<file path="src/rtl/regfile_wb_arbiter.sv">
// Write-back arbiter for the register-file write port: EX/LD round-robin, x0 writes dropped.
// Define ARVI_RF_CLEAR_EN to zero-fill x1..x31 after every reset before requests are accepted.
module regfile_wb_arbiter #(
  parameter int XLEN = 32
) (
  input  logic            i_clk,
  input  logic            i_rstn,
  input  logic            i_ex_valid,
  output logic            o_ex_ready,
  input  logic [4:0]      i_ex_rd,
  input  logic [XLEN-1:0] i_ex_data,
  input  logic            i_ld_valid,
  output logic            o_ld_ready,
  input  logic [4:0]      i_ld_rd,
  input  logic [XLEN-1:0] i_ld_data,
  output logic            o_wen,
  output logic [4:0]      o_wnum,
  output logic [XLEN-1:0] o_wd,
  output logic            o_init_busy
);

  localparam logic PRIO_EX = 1'b0;
  localparam logic PRIO_LD = 1'b1;

  logic       prio;
  logic       run;
  logic       clear_wr;
  logic [4:0] clear_idx;
  logic       ex_xfer;
  logic       ld_xfer;

`ifdef ARVI_RF_CLEAR_EN
  // state | meaning
  // CLEAR | zero-filling x1..x31, requesters stalled
  // RUN   | arbitrating EX/LD write-backs
  typedef enum logic {ST_CLEAR, ST_RUN} state_t;

  state_t     state;
  state_t     state_nxt;
  logic [4:0] idx;

  always_ff @(posedge i_clk or negedge i_rstn) begin
    if (!i_rstn) state <= ST_CLEAR;
    else         state <= state_nxt;
  end

  always_comb begin
    state_nxt = state;
    if (state == ST_CLEAR && idx == 5'd31) state_nxt = ST_RUN;
  end

  always_ff @(posedge i_clk or negedge i_rstn) begin
    if (!i_rstn)                idx <= 5'd1;
    else if (state == ST_CLEAR) idx <= idx + 5'd1;
  end

  assign run         = (state == ST_RUN);
  assign clear_wr    = (state == ST_CLEAR);
  assign clear_idx   = idx;
  assign o_init_busy = (state == ST_CLEAR);
`else
  assign run         = 1'b1;
  assign clear_wr    = 1'b0;
  assign clear_idx   = 5'd0;
  assign o_init_busy = 1'b0;
`endif

  // A requester is only held off when the other is valid and owns the turn.
  always_comb begin
    o_ex_ready = run & (!i_ld_valid | (prio == PRIO_EX));
    o_ld_ready = run & (!i_ex_valid | (prio == PRIO_LD));
    ex_xfer    = i_ex_valid & o_ex_ready;
    ld_xfer    = i_ld_valid & o_ld_ready;
  end

  always_ff @(posedge i_clk or negedge i_rstn) begin
    if (!i_rstn)      prio <= PRIO_EX;
    else if (ex_xfer) prio <= PRIO_LD;
    else if (ld_xfer) prio <= PRIO_EX;
  end

  // x0 writes are accepted and still update index/data, but never enable the port.
  always_ff @(posedge i_clk or negedge i_rstn) begin
    if (!i_rstn) begin
      o_wen  <= 1'b0;
      o_wnum <= 5'd0;
      o_wd   <= '0;
    end else if (clear_wr) begin
      o_wen  <= 1'b1;
      o_wnum <= clear_idx;
      o_wd   <= '0;
    end else if (ex_xfer) begin
      o_wen  <= (i_ex_rd != 5'd0);
      o_wnum <= i_ex_rd;
      o_wd   <= i_ex_data;
    end else if (ld_xfer) begin
      o_wen  <= (i_ld_rd != 5'd0);
      o_wnum <= i_ld_rd;
      o_wd   <= i_ld_data;
    end else begin
      o_wen  <= 1'b0;
    end
  end

endmodule

</file>
<file path="config.mk">
export PLATFORM = sky130hd
export DESIGN_NAME = regfile_wb_arbiter
export DESIGN_NICKNAME = d
export VERILOG_FILES = /design/src/rtl/regfile_wb_arbiter.sv
export SDC_FILE = /design/constraint.sdc
export NUM_CORES = 1
export LEC_CHECK = 0
export CORE_AREA = 2 2 85 87
export CTS_BUF_LIST = sky130_fd_sc_hd__clkbuf_2 sky130_fd_sc_hd__clkbuf_4 sky130_fd_sc_hd__clkbuf_8
export DETAILED_ROUTE_END_ITERATION = 10
export DIE_AREA = 0 0 87 89
export PLACE_DENSITY_LB_ADDON = 0.05
export SETUP_SLACK_MARGIN = 0.1
export SKIP_CTS_REPAIR_TIMING = 1
export SYNTH_ARGS = -nofsm -noshare
export SYNTH_HDL_FRONTEND = slang
export SYNTH_SLANG_ARGS = --single-unit
export TNS_END_PERCENT = 100
</file>
<file path="constraint.sdc">
create_clock -name i_clk -period 1.5 [get_ports i_clk]
set_input_delay 0.3 -clock i_clk [delete_from_list [all_inputs] [get_ports i_clk]]
set_output_delay 0.3 -clock i_clk [all_outputs]
set_load 0.02 [all_outputs]
</file>
==> load_flow_metrics.sql, run 1 <==
INSERT INTO impl_metrics (metric_group, metric, value, unit) VALUES
('die', 'placement_rows', '30', ''),
('sta', 'finClkSkew', '0.00706', 'ns'),
('worst_hold_path', 'min-delay-path-class', 'primary input to register', ''),
('clock_tree', 'cts_inserted_buffers', '5', ''),
('sta', 'max_clock_freq', '749', 'MHz'),
('yosys', 'post-synth-top-area-fraction', '48.8', '%'),
('yosys', 'synthMostInstantiatedCell', 'nand2_1', ''),
('pwr', 'cellPowerDensity', '847', 'nW/um^2'),
('job', 'drv_cap', '0', ''),
('pwr', 'cellLeakagePower', '1.83', 'nW'),
('worst_setup_path', 'crit_cells', '2', ''),
('sta', 'setup_repair_after_global_routing_missed_its_margin', 'no', ''),
('worst_setup_path', 'critical_path_peak_fanout', '3', ''),
('cells_and_area', 'final_cell_area', '3620', 'um^2'),
('yosys', 'commonest_cells_in_the_synthesized_netlist', '70 x nand2_1, 39 x dfrtp_1, 35 x nor2_1', ''),
('pwr', 'p_total', '0.00306', 'W'),
('cells_and_area', 'antenna_cells', '0', ''),
('clock_tree', 'htree_levels', '2', ''),
('sta', 'setup_violations', '0', ''),
('cells_and_area', 'final_util', '53.8', '%'),
('sta', 'final-hold-violation-count', '0', ''),
('yosys', 'synthesis.area_per_instance', '9.23', 'um^2'),
('die', 'die_height', '89', 'um'),
('route', 'route.antenna.remaining_nets', '0', ''),
('die', 'floorplan.initialDensity', '29.8', '%'),
('global_routing', 'wire_length_of_the_first_global_routing_pass', '9060', 'um'),
('clock_tree', 'numClockSinks', '39', ''),
('run_status', 'run_status', 'finished, final reports clean', ''),
('global_routing', 'grt_antenna_before_repair', '0', ''),
('yosys', 'post_synth_inst_count', '217', ''),
('worst_setup_path', 'crit_start', 'prio', ''),
('yosys', 'async_flop_share', '100', '%'),
('worst_setup_path', 'critical_path_s_top_delay_family', 'flip-flops', ''),
('route', 'drc', '0', ''),
('yosys', 'synth_seq_cells', '39', ''),
('die', 'design.die.area', '7740', 'um^2'),
('route', 'detail_route.wirelength', '6150', 'um'),
('yosys', 'yosysUniqueCellTypes', '23', ''),
('cells_and_area', 'finish.net_count', '425', ''),
('worst_setup_path', 'cp_data_arrival_time', '1.04', 'ns'),
('die', 'num_io_pins', '119', ''),
('yosys', 'synth.largest_area_cell', 'dfrtp_1', ''),
('worst_setup_path', 'worst_ep_required_time', '1.20', 'ns'),
('worst_setup_path', 'worstSetupEndpoint', 'o_ld_ready', ''),
('route', 'num_vias', '1995', ''),
('worst_setup_path', 'start_kind', 'register', ''),
('worst_setup_path', 'cp_slowest_stage_delay', '0.39', 'ns'),
('die', 'fp.dieW', '87', 'um'),
('cells_and_area', 'layout-area-overhead-vs-synth', '80.6', '%'),
('sta', 'fin_crit_sh', '89.0', '%'),
('worst_setup_path', 'r2r-end', 'o_wd[2]', ''),
('worst_setup_path', 'r2r_start', 'prio', ''),
('pwr', 'ir_drop_worst_case_vdd', '0.445', 'mV'),
('route', 'detailedRoute.firstIterationViolations', '62', ''),
('sta', 'layout_min_cycle_time', '1.34', 'ns'),
('global_routing', 'total_grt_overflow', '0', ''),
('yosys', 'postSynthNetCount', '295', ''),
('sta', 'drv_slew', '0', ''),
('yosys', 'synth_ff_type', 'dfrtp_1', ''),
('clock_tree', 'clock_insertion_delay_worst_skew', '0.29', 'ns'),
('route', 'viasPerCell', '4.66', ''),
('clock_tree', 'clock_tree.buffer_depth', '2', ''),
('placed_design', 'place.port_buffers', '117', ''),
('sta', 'fin_setup_tns', '0', 'ns'),
('placed_design', 'placed_cell_areas', '3340', 'um^2'),
('worst_setup_path', 'crit_chain', 'nand2b_1, dlymetal6s2s_1', ''),
('route', 'drt_pre_antenna_iters', '4', ''),
('yosys', 'synth.cell_area', '2000', 'um^2'),
('yosys', 'yosys_warnings', '0', ''),
('placed_design', 'gpl.final_weighted_congestion', '0.733', ''),
('worst_setup_path', 'timing.reg2reg.setup_slack', '0.19', 'ns');
[layer usage]
layer  share of wire (%)  GRT usage (%)
met4                 1.2           4.12
met5                   0              0
met2                  47           26.2
met1                  45           17.5
met3                 7.0           4.43
[layout make-up]
class / instances / area [um^2]
Clock buffer: 7 / 83.8
Clock inverter: 1 / 5.00
Multi-Input combinational cell: 159 / 896
Tap cell: 80 / 100
Fill cell: 632 / 3100
Sequential cell: 39 / 976
Inverter: 1 / 3.75
Timing Repair Buffer: 141 / 1550
[where the power goes]
part	leakage (nW)	internal [W]	switching [W]
logic	1.33	0.000590	0.000503
clock network	0.0491	0.000363	0.000363
registers	0.452	0.00118	0.0000616
total	1.83	0.00213	0.000928
[cell families (layout without fill, tap and decap cells)]
kind of cell / count (synthesis) / after routing / synth area share (%)
AO/OA/AOI/OAI: 45 / 45 / 22.0
buffers and inverters: 19 / 150 / 6.75
flip-flops: 39 / 39 / 48.8
other: 1 / 1 / 0.187
AND/OR/NAND/NOR: 113 / 113 / 22.3
[how the worst min path moves through the flow]
stage | start | cells past startpoint | to | slack, ns
floorplan | i_rstn | 0 | o_wd[0] | 0.004
CTS | i_rstn | 2 | o_wd[5] | -0.02
detailed placement | i_rstn | 2 | o_wd[5] | 0.29
global placement | i_rstn | 2 | o_wd[5] | 0.29
finish | i_ld_valid | 3 | prio | 0.48
global route | i_ex_valid | 4 | prio | 0.51
[flip-flops by register name, indices dropped and copies added (netlist names)]
name	count
o_wen	1
o_wnum	5
prio	1
o_wd	32
[stage by stage]
step                      worst slack, ns  hold slack (ns)  cells
after global placement             -0.255            0.293    415
final                               0.165            0.475    428
after global routing                0.110            0.513    428
after CTS                          -0.273          -0.0241    423
after detailed placement           -0.276            0.292    415
after floorplan                     0.231          0.00441    217
[placed cells by master, fill, tap and decap left out]
master,instances
nand2b_1,2
clkbuf_16,2
dlygate4sd3_1,1
clkinv_2,1
a21o_1,1
nand2_1,70
clkdlybuf4s50_1,74
clkbuf_8,5
o221a_2,3
o21ai_0,3
nor2b_1,2
a21boi_4,1
buf_2,1
conb_1,1
a31oi_2,20
buf_4,16
buf_12,5
dlymetal6s2s_1,42
a211o_1,2
a21bo_2,1
a31oi_1,14
clkbuf_4,2
nor2_2,1
or2_4,1
or4_1,2
dfrtp_1,39
or2_2,1
inv_1,1
nor2_1,34
[worst register-to-register path: stages, from the launching register on]
cell and delay [ns]:
dfrtp_1 0.39, buf_4 0.16, a21boi_4 0.17, buf_4 0.14, clkbuf_16 0.15, nand2_1 0.07
a31oi_2 0.17
No activity file was read; power rests on OpenSTA's default activity.
==> run 2, diff against run 1 <==
Settings changed: SLEW_MARGIN set to 20.
==> results of run 2 <==
No change in the layout: final DEF, timing and power equal those of run 1.
